$ cat config.mk
export PLATFORM = sky130hd
export DESIGN_NAME = ex_muldiv_unit
export DESIGN_NICKNAME = d
export VERILOG_FILES = /design/src/rtl/ex_muldiv_unit.sv
export SDC_FILE = /design/constraint.sdc
export NUM_CORES = 1
export LEC_CHECK = 0
export ABC_AREA = 0
export CAP_MARGIN = 20
export CORE_AREA = 2 2 233 235
export CTS_BUF_LIST = sky130_fd_sc_hd__clkbuf_2
export DETAILED_ROUTE_END_ITERATION = 10
export DIE_AREA = 0 0 235 237
export PLACE_DENSITY = 0.52
export SYNTH_ARGS = -nofsm -noshare
export SYNTH_HDL_FRONTEND = slang
export SYNTH_SLANG_ARGS = --single-unit
$ cat constraint.sdc
create_clock -name clk -period 3.4 [get_ports clk]
set_input_delay 0.51 -clock clk [delete_from_list [all_inputs] [get_ports clk]]
set_output_delay 0.51 -clock clk [all_outputs]
set_load 0.05 [all_outputs]
$ cat src/rtl/ex_muldiv_unit.sv
// Iterative radix-2 RV32M multiply/divide unit for the EX stage.
// Works on operand magnitudes one bit per cycle, then applies the sign fix-up.
module ex_muldiv_unit #(
  parameter int data_bits = 32
) (
  input  logic                 clk,
  input  logic                 n_reset,
  input  logic                 start,
  input  logic [2:0]           funct3,
  input  logic [data_bits-1:0] operand_a,
  input  logic [data_bits-1:0] operand_b,
  input  logic                 flush,
  output logic                 stall,
  output logic                 done,
  output logic [data_bits-1:0] result
);
  localparam int W  = data_bits;
  localparam int CW = $clog2(data_bits) + 1;

  typedef enum logic [1:0] {IDLE, CALC, FIX, DONE} state_t;

  state_t          state_q, state_d;
  logic [W-1:0]    a_mag_q, a_mag_d;
  logic [W-1:0]    b_mag_q, b_mag_d;
  logic [2*W-1:0]  acc_q, acc_d;
  logic [CW-1:0]   counter_q, counter_d;
  logic [2:0]      funct3_q, funct3_d;
  logic            neg_q, neg_d;
  logic [W-1:0]    result_q, result_d;

  // Operand decode for the op presented in IDLE
  logic         is_div, a_signed, b_signed, sa, sb, op_neg;
  logic         div_zero, div_ovf, fast_path;
  logic [W-1:0] a_mag, b_mag, fast_result;

  always_comb begin
    is_div   = funct3[2];
    a_signed = is_div ? ~funct3[0] : (funct3[1:0] != 2'b11);
    b_signed = is_div ? ~funct3[0] : ~funct3[1];
    sa       = a_signed & operand_a[W-1];
    sb       = b_signed & operand_b[W-1];
    a_mag    = sa ? (~operand_a + W'(1)) : operand_a;
    b_mag    = sb ? (~operand_b + W'(1)) : operand_b;
    // Remainder takes the dividend's sign; products and quotients take sa^sb.
    op_neg   = (is_div & funct3[1]) ? sa : (sa ^ sb);
    div_zero = is_div & (operand_b == '0);
    div_ovf  = is_div & ~funct3[0] & (operand_a == {1'b1, {(W-1){1'b0}}}) & (&operand_b);
    fast_path = div_zero | div_ovf;
    if (div_zero) fast_result = funct3[1] ? operand_a : '1;
    else          fast_result = funct3[1] ? '0 : operand_a;
  end

  // One iteration of each algorithm on the shared accumulator
  logic [W:0]     mul_sum;
  logic [2*W:0]   div_shift;
  logic [W:0]     div_diff;
  logic [2*W-1:0] mul_step, div_step;

  always_comb begin
    mul_sum   = {1'b0, acc_q[2*W-1:W]} + ({1'b0, a_mag_q} & {(W+1){acc_q[0]}});
    mul_step  = {mul_sum, acc_q[W-1:1]};
    div_shift = {acc_q, 1'b0};
    div_diff  = div_shift[2*W:W] - {1'b0, b_mag_q};
    div_step  = div_diff[W] ? div_shift[2*W-1:0]
                            : {div_diff[W-1:0], div_shift[W-1:1], 1'b1};
  end

  // Final sign fix-up and half/quotient/remainder selection
  logic [2*W-1:0] prod_signed;
  logic [W-1:0]   quo, rem, fix_result;

  always_comb begin
    prod_signed = neg_q ? (~acc_q + (2*W)'(1)) : acc_q;
    quo         = neg_q ? (~acc_q[W-1:0] + W'(1)) : acc_q[W-1:0];
    rem         = neg_q ? (~acc_q[2*W-1:W] + W'(1)) : acc_q[2*W-1:W];
    unique case (funct3_q[2:1])
      2'b00:   fix_result = (funct3_q[0]) ? prod_signed[2*W-1:W] : prod_signed[W-1:0];
      2'b01:   fix_result = prod_signed[2*W-1:W];
      2'b10:   fix_result = quo;
      default: fix_result = rem;
    endcase
  end

  always_ff @(posedge clk or negedge n_reset) begin
    if (!n_reset) begin
      state_q   <= IDLE;
      a_mag_q   <= '0;
      b_mag_q   <= '0;
      acc_q     <= '0;
      counter_q <= '0;
      funct3_q  <= '0;
      neg_q     <= 1'b0;
      result_q  <= '0;
    end else begin
      state_q   <= state_d;
      a_mag_q   <= a_mag_d;
      b_mag_q   <= b_mag_d;
      acc_q     <= acc_d;
      counter_q <= counter_d;
      funct3_q  <= funct3_d;
      neg_q     <= neg_d;
      result_q  <= result_d;
    end
  end

  always_comb begin
    state_d = state_q;
    unique case (state_q)
      IDLE: if (start) state_d = fast_path ? DONE : CALC;
      CALC: if (counter_q == CW'(W-1)) state_d = FIX;
      FIX:  state_d = DONE;
      DONE: state_d = IDLE;
      default: state_d = IDLE;
    endcase
    if (flush) state_d = IDLE;
  end

  always_comb begin
    a_mag_d   = a_mag_q;
    b_mag_d   = b_mag_q;
    acc_d     = acc_q;
    counter_d = counter_q;
    funct3_d  = funct3_q;
    neg_d     = neg_q;
    result_d  = result_q;
    if (!flush) begin
      unique case (state_q)
        IDLE: if (start) begin
          if (fast_path) begin
            result_d = fast_result;
          end else begin
            a_mag_d   = a_mag;
            b_mag_d   = b_mag;
            // Multiply shifts the multiplier out of the low half; divide shifts the dividend in.
            acc_d     = {{W{1'b0}}, (is_div ? a_mag : b_mag)};
            counter_d = '0;
            funct3_d  = funct3;
            neg_d     = op_neg;
          end
        end
        CALC: begin
          acc_d     = funct3_q[2] ? div_step : mul_step;
          counter_d = counter_q + CW'(1);
        end
        FIX: result_d = fix_result;
        default: ;
      endcase
    end
  end

  always_comb begin
    stall  = ((state_q == IDLE) & start) | (state_q == CALC) | (state_q == FIX);
    done   = (state_q == DONE) & ~flush;
    result = result_q;
  end
endmodule

Word level (Yosys, flattened, before mapping)
Index checks and enable logic that the tools add are counted.
{"block": "op_classes", "muxes": 30, "reduce_logical": 10, "n_eq_ne": 13, "n_addsub": 8, "n_bitwise": 23}
{"cell": "2-to-1 mux 32 bit", "n": 11}
{"cell": "2-to-1 mux 64 bit", "n": 5}
{"cell": "adder 32 x 1 -> 32 bit, second input constant", "n": 4}
{"cell": "inverter 32 bit", "n": 4}
{"cell": "one-hot mux 64 bit (2 select lines)", "n": 1}
{"cell": "one-hot mux 32 bit (3 select lines)", "n": 1}
{"cell": "adder 64 x 1 -> 64 bit, second input constant", "n": 1}
{"cell": "inverter 64 bit", "n": 1}
{"cell": "one-hot mux 32 bit (2 select lines)", "n": 1}
{"cell": "adder 32 x 33 -> 33 bit", "n": 1}
{"cell": "bitwise AND 32 x 33 -> 33 bit", "n": 1}
{"cell": "subtractor 33 x 32 -> 33 bit", "n": 1}
{"cell": "equality test 32 bit, second input constant", "n": 1}
{"cell": "logical NOT 32 bit", "n": 1}
{"cell": "AND reduction 32 bit", "n": 1}
{"cell": "2-to-1 mux 6 bit", "n": 2}
{"cell": "one-hot mux 6 bit (2 select lines)", "n": 1}
{"cell": "AND reduction 4 bit", "n": 3}
{"cell": "bitwise AND 1 bit", "n": 9}
{"cell": "2-to-1 mux 2 bit", "n": 4}
{"cell": "inequality test 2 bit, second input constant", "n": 4}
{"cell": "one-hot mux 2 bit (4 select lines)", "n": 1}
{"cell": "adder 6 x 1 -> 6 bit, second input constant", "n": 1}
{"cell": "equality test 2 bit, second input constant", "n": 3}
{"cell": "10 further kinds", "n": 21}
{"block": "totals", "regBits": 172, "wordCells": 92}

Depth between registers and ports, before layout
{"block": "depth", "ltp_word": 9, "mapped_depth": 16}

Worst setup path before layout
No wires, ideal clock.
{"block": "synth_path", "path_kind": "reg-to-reg", "start": "reg acc_q[0]", "end": "reg acc_q[62]", "n_path_buf": 2, "arrival_time_ns": 3.356, "required_time_ns": 3.305, "setup_time_ns": 0.095, "slack_ns": -0.051, "synth_period_minus_slack_ns": 3.451, "stages_incl_launch_ff": 15, "cell_sequence": "dfrtp_1 > clkbuf_1 > clkbuf_1 > and2_1 > ha_1 > a21oi_1 > nand2_1 > a221o_1 > o21ai_0 > o211ai_1 > a221oi_1 > nor4_1 > nor4_1 > mux2_2 > o31ai_1"}
{"block": "synth_via", "elab_chain_len": 4}
{"item": "start: declaration", "line_no": "25", "rtl": "logic [2*W-1:0] acc_q, acc_d;"}
{"item": "start signal: assignment", "line_no": "89", "rtl": "acc_q <= '0;"}
{"item": "start signal: assignment", "line_no": "98", "rtl": "acc_q <= acc_d;"}
{"item": "bitwise AND 32 x 33 -> 33 bit", "line_no": "60", "rtl": "mul_sum = {1'b0, acc_q[2*W-1:W]} + ({1'b0, a_mag_q} & {(W+1){acc_q[0]}});"}
{"item": "adder 32 x 33 -> 33 bit", "line_no": "60"}
{"item": "2-to-1 mux 64 bit", "line_no": "142", "rtl": "acc_d = funct3_q[2] ? div_step : mul_step;"}
{"item": "one-hot mux 64 bit (2 select lines)", "line_no": "127", "rtl": "unique case (state_q)"}
Every way passes these cells.
A chain may end at the register's enable or synchronous reset.

Final worst setup path
{"block": "layout_path", "start": "reg acc_q[31]", "end": "reg acc_q[37]"}
{"block": "layout_via", "elab_chain_len": 4}
{"item": "subtractor 33 x 32 -> 33 bit", "line_no": "63", "rtl": "div_diff = div_shift[2*W:W] - {1'b0, b_mag_q};"}
{"item": "2-to-1 mux 64 bit", "line_no": "64", "rtl": "div_step = div_diff[W] ? div_shift[2*W-1:0]"}
{"item": "2-to-1 mux 64 bit", "line_no": "142"}
{"item": "one-hot mux 64 bit (2 select lines)", "line_no": "127"}
Every way passes these cells.

==> results.json <==
{
  "fp.dieH_um": 237,
  "ir_drop_v": 0.0005931,
  "synth_edf_count": 0,
  "viasPerCell": 5.420,
  "io_pins": 105,
  "die_w_um": 235,
  "fin_area_mm2": 0.02040,
  "crit_chain": "inv_2 -> ha_4 -> fa_2 -> nor2b_2 -> o31a_1 -> o41ai_4 -> a21oi_4 -> a211oi_2 -> o21a_2 -> xnor2_4 -> buf_12 -> buf_4 -> mux2i_1 -> a21oi_1 -> a21o_1",
  "syn-num-nets": 2176,
  "grt_pass1_vias": 15900,
  "seqCellArea_mm2": 0.004313,
  "critPathKind": "flip-flop to flip-flop",
  "cts_tree": "yes",
  "grt_setup_unrepaired": "yes",
  "cp_slowest_stage_delay_ps": 460,
  "p_per_area_mw_per_mm2": 1000,
  "yosysTopAreaCellShare": 0.2730,
  "slew_headroom": 0.4147,
  "clk_path_buf_depth": 2,
  "layout_min_cycle_time_ps": 3407,
  "layout.nets": 2482,
  "violations": "setup timing",
  "finalClockSkew_ps": 65.32,
  "ant_nets": 0,
  "crit_required_ps": 4370,
  "synthTopCellsByCount": "nand2_1, o21ai_0, dfrtp_1, a21oi_1, nor2_1",
  "seq_area_frac_synth": 0.2730,
  "status": "finished with violations",
  "slowest_stage": "dfrtp_1",
  "clock-sinks": 172,
  "post_layout_nonfiller_instances": 3047,
  "finalMaxSlewViolations": 0,
  "io_buffers": 104,
  "cts_made_buffers": 17,
  "fmax_ghz": 0.2935,
  "finalHoldViolCount": 0,
  "ys_warn_count": 0,
  "antenna_found_initial": 2,
  "syn_inst": 2029,
  "swShare": 0.5255,
  "path_delay_family": "compound AO/OA/AOI/OAI gates",
  "synth-seq-cells": 172,
  "dp_hpwl_mm": 52.69,
  "path_clk_slew_ps": 300,
  "area_growth_pct": 29.37,
  "core_mm2": 0.05328,
  "finalPower_mw": 20.40,
  "fillers": 5522,
  "worst_slack_ps": -7.260,
  "cap_violations": 0,
  "dieArea_mm2": 0.05570,
  "leakage_nw": 8.948,
  "pwr-share-clk": 0.065,
  "rows": 85,
  "synthArstFlopShare": 1.000,
  "drcViolationCount": 0,
  "synth.area.top_cells": "dfrtp_1, o21ai_0, nand2_1",
  "clock_insertion_delay_worst_skew_ps": 1070,
  "grt_use_total": 0.2330,
  "initial_core_util": 0.2959,
  "dr.pass1.iters": 5,
  "grt_first_pass_wirelength_mm": 98.78,
  "place.gp.congestion": 0.9600,
  "clock-root-buffer": "clkbuf_2",
  "num_vias": 16520,
  "placedCellCount": 2997,
  "cp_num_buf_inv": 3,
  "hold_path_class": "primary input to flip-flop",
  "syn_area_mm2": 0.01577,
  "drive_above_1_share": 0.1891,
  "grt-ovfl-total": 0,
  "post-route-period-util": 1.002,
  "internal_power_mw": 9.679,
  "multi_input_area_mm2": 0.01097,
  "arrival_ps": 4380,
  "cts_max_level": 4,
  "totalWireLength_mm": 65.96,
  "avgSynthCellArea_um2": 7.770,
  "finalSetupViolCount": 1,
  "p_sw_mw": 10.72,
  "start_kind": "flip-flop",
  "power_frac_comb": 0.741,
  "grt_max_degree": 84,
  "drtIter0Drc": 1646,
  "worst_pin_slew_ps": 878.0,
  "place_area_mm2": 0.01963,
  "drt-wirelength-per-cell_um": 21.65,
  "pwr-share-seq": 0.194,
  "ys_types": 80,
  "synth_top_cell_by_area": "dfrtp_1",
  "yosysMostFrequentCell": "nand2_1",
  "yosys_most_used_dff": "dfrtp_1",
  "crit_path_end_kind": "flip-flop",
  "cp_max_fo": 6
}
[metrics by stage]
stage	utilization	worst slack [ps]	hold slack, ps	TNS (ps)
6_report	0.3828	-7.260	173.5	-7.260
5_1_grt	0.3828	-111.0	111.9	-1211
4_1_cts	0.3765	-81.88	61.42	-81.88
3_5_place_dp	0.3685	-578.8	466.8	-69440
3_3_place_gp	0.3685	-490.7	458.8	-54400
2_1_floorplan	-	76.60	214.4	0
[logic make-up (layout without fill, tap and decap cells)]
logic type / Yosys count / count (layout) / share of synthesized area
simple gates: 651 / 651 / 0.1952
compound gates: 624 / 624 / 0.2444
buf+inv: 211 / 530 / 0.05294
xor+xnor: 185 / 185 / 0.1028
flops: 172 / 172 / 0.2730
fa+ha+maj: 105 / 105 / 0.07968
mux: 81 / 81 / 0.05190
other cells: 0 / 3 / 0
[flip-flops by register name (all words and copies together) (netlist names)]
name       count
acc_q         64
a_mag_q       32
b_mag_q       32
result        32
counter_q      6
funct3_q       3
state_q        2
neg_q          1
[placed cells by master, fill, tap and decap left out, types with 17 or more instances in the layout]
| cell type | n |
|---|---|
| nand4_1 | 20 |
| nand2_1 | 288 |
| nor3_1 | 35 |
| xor2_1 | 108 |
| a21oi_1 | 113 |
| nand3_1 | 27 |
| ha_1 | 66 |
| o21ai_1 | 20 |
| buf_4 | 297 |
| o22ai_1 | 23 |
| or3_1 | 19 |
| dfrtp_1 | 165 |
| clkdlybuf4s50_1 | 102 |
| xnor2_1 | 76 |
| o31ai_1 | 31 |
| inv_1 | 69 |
| mux2i_1 | 75 |
| nor2_1 | 115 |
| o221ai_1 | 29 |
| o21ai_0 | 226 |
| a21o_1 | 30 |
| maj3_1 | 29 |
| clkbuf_2 | 17 |
| and2_1 | 40 |
| a31oi_1 | 21 |
[worst min-delay path: cells and delay by family]
kind                   cells  cell delay (ps)
AOI/OAI and AO/OA          1               80
buffers and inverters      3              610
[power groups by stage]
stage               clock network, mW  registers, mW  logic [mW]
CTS                              1.37           3.94        14.4
global placement                    0           3.95        14.1
global route                     1.44           4.09        16.4
finish                           1.33           3.96        15.1
detailed placement                  0           3.99        14.2
floorplan                           0           4.21        8.79
[area by class of cell]
class | instances | area share
inverter | 74 | 0.01362
timing repair buffer | 424 | 0.1809
antenna | 3 | 0.0003681
multi-input combinational | 1646 | 0.5377
clock inverter | 15 | 0.009079
tap | 696 | 0.04270
sequential | 172 | 0.2115
clock buffer | 17 | 0.004172
[metal layers]
| metal | part of all wire | GRT usage | vias up |
|---|---|---|---|
| met4 | 0.035 | 0.07940 | 0 |
| met1 | 0.45 | 0.3149 | 7958 |
| met5 | 0 | 0 | - |
| met2 | 0.46 | 0.3763 | 565 |
| li1 | - | - | 7894 |
| met3 | 0.058 | 0.03847 | 98 |
[what timing repair did]
item | CTS | global route
hold buffers | 4 | 0
resized for setup | 16 | 53
pin swaps | 9 | 11
hold endpoints to repair | 173 | 0
cloned | 0 | 1
buffers inserted | 2 | 9
endpoints found under the setup margin | 34 | 39
[final timing paths]
path / slack, ps / startpoint / cells past startpoint / end
min: 170 / operand_b[0] / 4 / b_mag_q[0]$_DFFE_PN0P_
min reg2reg: 510 / a_mag_q[15]$_DFFE_PN0P_ / 2 / a_mag_q[15]$_DFFE_PN0P_
max: -7 / acc_q[31]$_DFFE_PN0P_ / 15 / acc_q[37]$_DFFE_PN0P_
min in group asynchronous: 500 / n_reset / 4 / a_mag_q[25]$_DFFE_PN0P_
max in group asynchronous: 2480 / n_reset / 4 / b_mag_q[7]$_DFFE_PN0P_
max reg2reg: -7 / acc_q[31]$_DFFE_PN0P_ / 15 / acc_q[37]$_DFFE_PN0P_
Note: power is estimated with default switching activity, not from simulation.
